===== config.mk =====
export PLATFORM = sky130hd
export DESIGN_NAME = esm_issue_window
export DESIGN_NICKNAME = d
export VERILOG_FILES = /design/src/rtl/esm_issue_window.sv
export SDC_FILE = /design/constraint.sdc
export NUM_CORES = 2
export LEC_CHECK = 0
export CORE_MARGIN = 2
export CORE_UTILIZATION = 30
export CTS_CLUSTER_SIZE = 20
export DETAILED_ROUTE_END_ITERATION = 6
export MAX_ROUTING_LAYER = met4
export SETUP_SLACK_MARGIN = 0.02
export SLEW_MARGIN = 40
export SYNTH_ARGS = -nofsm -noshare
export SYNTH_HDL_FRONTEND = slang
export SYNTH_SLANG_ARGS = --single-unit

===== constraint.sdc =====
create_clock -name clk -period 23.7 [get_ports clk]
set_input_delay 4.74 -clock clk [delete_from_list [all_inputs] [get_ports clk]]
set_output_delay 4.74 -clock clk [all_outputs]
set_load 0.02 [all_outputs]

===== src/rtl/esm_issue_window.sv =====
// Out-of-order capable issue window: buffers decoded RV32 instructions in a circular
// window and issues the oldest hazard-free entry into a registered output stage.
module esm_issue_window #(
  parameter int XLEN   = 32,
  parameter int DEPTH  = 16,
  parameter bit OOO_EN = 1'b1
) (
  input  logic                     clk,
  input  logic                     rst,
  input  logic                     flush,
  input  logic                     in_valid,
  output logic                     in_ready,
  input  logic [XLEN-1:0]          in_instr,
  input  logic                     in_regwrite,
  input  logic                     in_alusrc,
  output logic                     out_valid,
  input  logic                     out_ready,
  output logic [XLEN-1:0]          out_instr,
  input  logic                     wb_valid,
  input  logic [4:0]               wb_rd,
  output logic [$clog2(DEPTH):0]   count
);

  // Handshakes: a transfer happens on a rising edge where valid && ready. A producer
  // never waits for ready before raising valid, and out_instr is held stable while
  // out_valid && !out_ready.

  localparam int AW = $clog2(DEPTH);
  localparam int CW = AW + 1;
  typedef logic [AW-1:0] ptr_t;

  logic [DEPTH-1:0] slot_valid;
  logic [XLEN-1:0]  slot_instr [DEPTH];
  logic [DEPTH-1:0] slot_wr;
  logic [DEPTH-1:0] slot_rd2;
  ptr_t             head;
  ptr_t             tail;
  logic [31:0]      busy;

  logic [4:0]       f_rd  [DEPTH];
  logic [4:0]       f_rs1 [DEPTH];
  logic [4:0]       f_rs2 [DEPTH];
  ptr_t             age   [DEPTH];
  logic [DEPTH-1:0] blocked;

  logic             load;
  logic             enq;
  logic             sel_found;
  logic             sel_fire;
  ptr_t             sel_idx;
  ptr_t             scan_idx;
  logic [4:0]       sel_rd;
  logic             head_adv;
  logic [CW-1:0]    count_nxt;

  assign in_ready = !slot_valid[tail];
  assign enq      = in_valid && in_ready && !flush;
  assign load     = !flush && (!out_valid || out_ready);
  assign sel_fire = load && sel_found;
  assign sel_rd   = f_rd[sel_idx];

  // Age is the distance from head; modular subtraction keeps it valid across the wrap.
  always_comb begin
    for (int i = 0; i < DEPTH; i++) begin
      f_rd[i]  = slot_instr[i][11:7];
      f_rs1[i] = slot_instr[i][19:15];
      f_rs2[i] = slot_instr[i][24:20];
      age[i]   = ptr_t'(i) - head;
    end
  end

  // x0 never hazards: slot_wr excludes rd=0 and busy[0] is never set.
  always_comb begin
    blocked = '0;
    for (int e = 0; e < DEPTH; e++) begin
      if (busy[f_rs1[e]] || (slot_rd2[e] && busy[f_rs2[e]]) || (slot_wr[e] && busy[f_rd[e]]))
        blocked[e] = 1'b1;
      for (int j = 0; j < DEPTH; j++) begin
        if (j != e && slot_valid[j] && (age[j] < age[e])) begin
          if (slot_wr[j] && ((f_rd[j] == f_rs1[e]) ||
                             (slot_rd2[e] && (f_rd[j] == f_rs2[e])) ||
                             (slot_wr[e] && (f_rd[j] == f_rd[e]))))
            blocked[e] = 1'b1;
          if (slot_wr[e] && ((f_rs1[j] == f_rd[e]) ||
                             (slot_rd2[j] && (f_rs2[j] == f_rd[e]))))
            blocked[e] = 1'b1;
        end
      end
    end
  end

  // Scan from head so the first eligible hit is the oldest one.
  always_comb begin
    sel_found = 1'b0;
    sel_idx   = head;
    scan_idx  = head;
    for (int k = 0; k < DEPTH; k++) begin
      scan_idx = head + ptr_t'(k);
      if (!sel_found && slot_valid[scan_idx] && !blocked[scan_idx] && (OOO_EN || k == 0)) begin
        sel_found = 1'b1;
        sel_idx   = scan_idx;
      end
    end
  end

  // Head also steps when its own entry issues, so in-order mode sustains one issue per cycle.
  always_comb begin
    head_adv = (!slot_valid[head] || (sel_fire && (sel_idx == head))) &&
               ((head != tail) || (|slot_valid));
  end

  always_comb begin
    count_nxt = count;
    if (enq && !sel_fire)
      count_nxt = (count == CW'(DEPTH)) ? count : count + 1'b1;
    else if (!enq && sel_fire)
      count_nxt = count - 1'b1;
  end

  always_ff @(posedge clk or negedge rst) begin
    if (!rst) begin
      slot_valid <= '0;
      head       <= '0;
      tail       <= '0;
      busy       <= '0;
      out_valid  <= 1'b0;
      out_instr  <= '0;
      count      <= '0;
    end else begin
      // Clear before set so a same-edge set on the same register wins.
      if (wb_valid && (wb_rd != 5'd0))
        busy[wb_rd] <= 1'b0;
      if (sel_fire && slot_wr[sel_idx])
        busy[sel_rd] <= 1'b1;

      if (flush) begin
        slot_valid <= '0;
        head       <= '0;
        tail       <= '0;
        out_valid  <= 1'b0;
        count      <= '0;
      end else begin
        if (load) begin
          out_valid <= sel_found;
          if (sel_found)
            out_instr <= slot_instr[sel_idx];
        end
        if (sel_fire)
          slot_valid[sel_idx] <= 1'b0;
        if (enq) begin
          slot_valid[tail] <= 1'b1;
          tail             <= tail + 1'b1;
        end
        if (head_adv)
          head <= head + 1'b1;
        count <= count_nxt;
      end
    end
  end

  // Payload needs no reset: it is only observed through slot_valid.
  always_ff @(posedge clk) begin
    if (enq) begin
      slot_instr[tail] <= in_instr;
      slot_wr[tail]    <= in_regwrite && (in_instr[11:7] != 5'd0);
      slot_rd2[tail]   <= !in_alusrc;
    end
  end

endmodule


# After elaboration in Yosys (flattened, before gate mapping)
# Memories as Yosys holds them, arrays and structs flattened. A register that Yosys moved wholly into a read port is not among the register bits.
# Cells that the tools add are included.
classes:
  add_sub_neg: 34
  n_lt_le_gt_ge: 313
  eq_ne: 1204
  muxes: 962
  bitwise: 8
  reduce_logical: 2321
op_table:
  columns: ["cell", "n"]
  rows:
  - ["5-bit equality test", 1200]
  - ["1-bit logical AND", 1518]
  - ["4-bit < comparator", 240]
  - ["1-bit two-way mux", 842]
  - ["1-bit logical OR", 755]
  - ["5-bit by 6-bit < comparator with 1-bit output, second input constant", 50]
  - ["1-bit binary-select mux with 5-bit select", 48]
  - ["1-bit binary-select mux with 4-bit select", 34]
  - ["4-bit by 5-bit < comparator with 1-bit output, second input constant", 18]
  - ["4-bit two-way mux", 19]
  - ["16-bit two-way mux", 4]
  - ["32-bit two-way mux", 2]
  - ["1-bit logical NOT", 39]
  - ["4-bit adder, second input constant", 8]
  - ["32-bit bitwise AND", 1]
  - ["16-bit bitwise mux", 2]
  - ["32-bit inverter", 1]
  - ["32-bit bitwise OR", 1]
  - ["4-bit subtractor, first input constant", 8]
  - ["5-bit two-way mux", 6]
  - ["5-bit binary-select mux with 4-bit select", 1]
  - ["4-bit by 3-bit adder with 4-bit output, second input constant", 4]
  - ["16-bit bitwise AND", 1]
  - ["16-bit inverter", 1]
  - ["25 further kinds", 39]
totals:
  reg_bits: 94
  ramBits: 512
  inputBits: 45
  output_inout_bits: 39
  memories: 1
memory_table:
  columns: ["name", "words", "word_bits", "read_ports", "rd_clocked_by_memory_dff", "wr", "line", "rtl"]
  rows:
  - ["slot_instr", 16, 32, 17, 1, 1, "33", "logic [XLEN-1:0] slot_instr [DEPTH];"]

# Longest topological paths before layout
logic_depth:
  ltp_word: 127
  depth_mapped: 39
  mapped_depth_nobuf: 29

# Least setup slack after synthesis
# OpenSTA, ideal clock, no wires.
synth_timing:
  path_kind: "input to register"
  from: "input port in_valid"
  to: "memory slot_instr[3][0], enable pin"
  setup_ns: 0.469
  t_arrival_ns: 7.797
  t_required_ns: 23.231
  path_slack_ns: 15.434
  path_stages: 4
  cell_sequence: "nand2_1 > nor2_1 > nand2_1 > nor3_1"
synth_between:
  elab_chain_len: 4
synth_lines:
  columns: ["item", "line", "rtl"]
  rows:
  - ["start, declared", "11", "input logic in_valid,"]
  - ["1-bit logical AND (2 in a row)", "57", "assign enq = in_valid && in_ready && !flush;"]
  - ["1-bit two-way mux", "163", "if (enq) begin"]
  - ["1-bit two-way mux (implied by the code)", "164", "slot_instr[tail] <= in_instr;"]
  - ["end, declared", "33", null]
# No other way between the ends.

# Worst setup path in the final report
layout_timing:
  from: "register head[1]"
  to: "register busy[6]"
layout_between:
  elab_chain_len: 121
  elab_cells_between_ends: 1371
  cone_classes: "31 x add/sub; 242 x order compare; 791 x mux; 2 x bitwise; 305 x reduce/logical"
layout_lines:
  columns: ["item", "line", "rtl"]
  rows:
  - ["start, declared", "36", "ptr_t head;"]
  - ["start signal, assigned", "155", "head <= head + 1'b1;"]
  - ["1-bit by 4-bit subtractor with 4-bit output (tied with other cells)", "68", "age[i] = ptr_t'(i) - head;"]
  - ["4-bit < comparator", "79", "if (j != e && slot_valid[j] && (age[j] < age[e])) begin"]
  - ["1-bit logical AND", "79", null]
  - ["1-bit two-way mux", "79", null]
  - ["1-bit two-way mux", "80", "if (slot_wr[j] && ((f_rd[j] == f_rs1[e]) ||"]
  - ["1-bit two-way mux", "84", "if (slot_wr[e] && ((f_rs1[j] == f_rd[e]) ||"]
  - ["1-bit two-way mux", "79", null]
  - ["1-bit two-way mux", "80", null]
  - ["[... 104 more ...]", null, null]
  - ["5-bit binary-select mux with 4-bit select", "60", "assign sel_rd = f_rd[sel_idx];"]
  - ["5-bit two-way mux (implied by the code) (2 in a row)", "60", null]
  - ["5-bit by 6-bit < comparator with 1-bit output (implied by the code) or 5-bit by 1-bit >= comparator with 1-bit output (tied branches)", "134", "busy[sel_rd] <= 1'b1;"]
  - ["1-bit logical AND (implied by the code)", "134", null]
  - ["1-bit two-way mux (implied by the code)", "134", null]
  - ["1-bit demux with 5-bit select", "134", null]
  - ["32-bit bitwise OR (no line)", null, null]
  - ["32-bit two-way mux *", "133", "if (sel_fire && slot_wr[sel_idx])"]
  - ["end signal, assigned", "125", "busy <= '0;"]
  - ["end signal, assigned by index", "132", "busy[wb_rd] <= 1'b0;"]
  - ["end signal, assigned by index", "134", null]
  - ["end, declared", "38", "logic [31:0] busy;"]
# Mark *: on every way between the ends. The rest lies on a longest branch, timed or not. The select of a mux whose other input is x is not followed.
# A chain may end at the register's enable or synchronous reset.

==> results.json <==
{
  "setup-violations-final": 0,
  "synthAdderAreaFrac": 0.0193,
  "grt_setup_unrepaired": "false",
  "syn_area_um2": 85800,
  "ant_nets": 0,
  "pwr_density_cell_nw_per_um2": 87.7,
  "tns_ns": 0,
  "gp_congestion": 1.10,
  "number_of_hold_violations_in_the_final_report": 0,
  "cts.root.buffer_cell": "clkbuf_16",
  "finalWirelength_um": 513000,
  "routed-wl-met3_um": 83000,
  "top_layer_used": "met4",
  "starting_utilization_of_the_core_area": 0.301,
  "fp-row-count": 196,
  "synth_edf_count": 544,
  "dr_wl_met2_um": 201000,
  "hold_path_class": "flip-flop to flip-flop",
  "nets": 8420,
  "fp.dieArea_um2": 290000,
  "dr_total_vias": 82783,
  "worst_path_class_setup": "flip-flop to flip-flop",
  "cts.hold.buffers_added": 0,
  "synth_sequential_area_ratio": 0.218,
  "timing.reg2reg.setup_slack_ns": 12.59,
  "cts_buffers": 70,
  "slew_violations": 0,
  "main_combinational_cell_family_by_area_after_synthesis": "XOR/XNOR gates",
  "post_cts.resized_instances": 0,
  "clock_tree_from_tritoncts": "yes",
  "totalPowerFinal_mw": 8.07,
  "die_height_um": 539,
  "fin_worst_hold_slack_ns": 0.466,
  "postCtsSetupRepairBufs": 0,
  "outcome": "finished, violations left",
  "via_count_of_the_first_global_routing_pass": 77325,
  "synth_fp_nets": 8949,
  "yosysWarnings": 0,
  "post_drt_via_cell_ratio": 6.82,
  "layout-drive-gt1-share": 0.178,
  "largest_incremental_delay_on_the_critical_path_ns": 0.67,
  "placed_cells_incl_taps": 11919,
  "cp.required_ns": 24.34,
  "placed_cell_area_um2": 89200,
  "post-dp-hpwl_um": 321000,
  "ys_seq_elements": 638,
  "clkLatencyLatePin_ns": 0.77,
  "fmaxAchievable_mhz": 90.0,
  "io_pins": 84,
  "number_of_drc_violations_after_detailed_routing_iteration_0": 15845,
  "path_buf_inv": 5,
  "finalCriticalPeriod_ns": 11.11,
  "fp.coreArea_um2": 285000,
  "cp-end-kind": "flip-flop",
  "cpMostUsedCell": "buf_4",
  "maxSlewHeadroom": 0.309,
  "tritoncts_num_sinks": 638,
  "port_buffers": 83,
  "fraction_of_registers_with_async_set_reset": 0.147,
  "synth_cell_types": 105,
  "die-width_um": 539,
  "vdd_drop_max_mv": 0.229,
  "antenna_found_initial": 57,
  "finish.instance_area_um2": 92100,
  "critPathSlowestCell": "buf_4",
  "synth_cells": 8772,
  "finalCoreUtilization": 0.323,
  "area_fraction_in_compound_gates_after_synthesis": 0.0853,
  "grt_overflow": 0,
  "drcViolationCount": 19,
  "htree_levels": 3,
  "cts.clk_slew.worst_paths_ns": 0.07,
  "wl_per_cell_um": 42.2,
  "crit_path_start_kind": "flip-flop",
  "post_synth_and_or_nand_nor_area_fraction": 0.120,
  "syn_to_final_growth_pct": 7.35,
  "crit_arrival_ns": 11.75,
  "grt_pass1_wl_um": 688000,
  "grt_start_max_net_pins": 64,
  "violations": "DRC",
  "finalCritPeriodShare": 0.469,
  "grt.total_usage": 0.351,
  "max_slew.worst_pin.slew_ns": 1.03,
  "final-instance-count-excl-fill": 12133,
  "cp_top_family": "simple AND/OR/NAND/NOR gates",
  "synthFlopType": "edfxtp_1",
  "clock_tree.buffer_depth": 3,
  "synthXorXnorAreaFrac": 0.310,
  "preCtsSetupSlack_ns": 12.85,
  "routed_metal_1_wire_length_um": 175000,
  "worst_clock_skew_ns": 0.0863,
  "timing.final.ws_setup_ns": 12.59,
  "cap_violations": 0,
  "synth.avg_cell_area_um2": 9.78,
  "synth.mux.area_fraction": 0.162,
  "first_drt_pass_iteration_count": 7,
  "power.leakage_nw": 29.6,
  "cp_max_fo": 44
}
state kept, by name, summed over array words and instances (netlist names):
register and cells:
busy 32, slot_instr 512, head 4, count 5, tail 4, out_instr 32, slot_rd2 16, out_valid 1
slot_valid 16, slot_wr 16
placed cells by master, fill, tap and decap left out, types with 30 or more instances in the layout:
cell             count
a31oi_1             54
dfrtp_1             59
a22oi_1             73
o22ai_1             45
o21ai_0            108
nand2b_1            37
nor2b_1             37
o32ai_1             92
a211oi_1            33
xor2_1            1431
inv_1               70
clkdlybuf4s50_1     71
a32oi_1             53
nand3_1            251
mux2_2              36
nor2_1             273
nor4_1             293
dfrtp_2             35
diode_2             71
mux4_2             547
a21oi_1            128
nand4_1            391
nor3_1             217
edfxtp_1           544
mux2i_1            118
buf_4              540
ha_1               130
clkbuf_16           71
xnor2_1           1596
and3_1              30
nand2_1            295
metal layers:
metal,global-route usage,up-vias
li1,-,30669
met2,0.472,8451
met1,0.394,40826
met4,0.269,0
met3,0.171,2837
met5,-,-
path summary, 6_finish.rpt:
check                                  from            to  depth (start not counted)
setup / recovery                    head[1]       busy[6]                         29
hold / removal             slot_instr[1][0]  out_instr[0]                          2
setup reg to reg                    head[1]       busy[6]                         29
hold reg to reg            slot_instr[1][0]  out_instr[0]                          2
max in group asynchronous               rst      busy[18]                          3
min in group asynchronous               rst       head[3]                          1
cells by family after synthesis:
kind of cell | count (synthesis)
buffers and inverters | 1345
XOR/XNOR | 3031
multiplexers | 703
AO/OA/AOI/OAI | 976
adder cells (fa/ha/maj) | 132
flip-flops | 638
AND/OR/NAND/NOR | 1947
worst min-delay path, delay by kind of cell, from the launching register on:
kind / cells / cell delay (ns)
flops: 1 / 0.32
compound gates: 1 / 0.06
simple gates: 1 / 0.06
synth_stat cells, drive strengths merged, types with 71 or more instances:
| cell type | number | area [um^2] |
|---|---|---|
| xnor2 | 1599 | 14000 |
| xor2 | 1432 | 12500 |
| buf | 891 | 5620 |
| mux4 | 547 | 12300 |
| edfxtp | 544 | 16300 |
| nand4 | 393 | 2470 |
| clkbuf | 354 | 1330 |
| nor4 | 303 | 1920 |
| nand2 | 299 | 1130 |
| nor2 | 280 | 1050 |
| nand3 | 257 | 1320 |
| nor3 | 222 | 1110 |
| a21oi | 132 | 676 |
| ha | 132 | 1650 |
| mux2i | 119 | 1190 |
| o21ai | 119 | 596 |
| o32ai | 100 | 883 |
| dfrtp | 94 | 2350 |
| inv | 87 | 327 |
| a22oi | 75 | 573 |
| a2111oi | 71 | 632 |
where the power goes:
part / internal [mW] / switching, mW
Sequential: 1.29 / 0.224
Clock: 0.602 / 0.545
Combinational: 2.07 / 3.34
final cells by class:
| class | count | area [um^2] |
|---|---|---|
| inverter | 100 | 378 |
| multi-input combinational | 6789 | 60700 |
| clock inverter | 43 | 442 |
| tap | 3762 | 4710 |
| antenna | 71 | 178 |
| sequential | 638 | 18700 |
| timing repair buffer | 644 | 5130 |
| clock buffer | 86 | 1840 |
| fill | 28613 | 193000 |
Power figures use the tool's default switching activity.
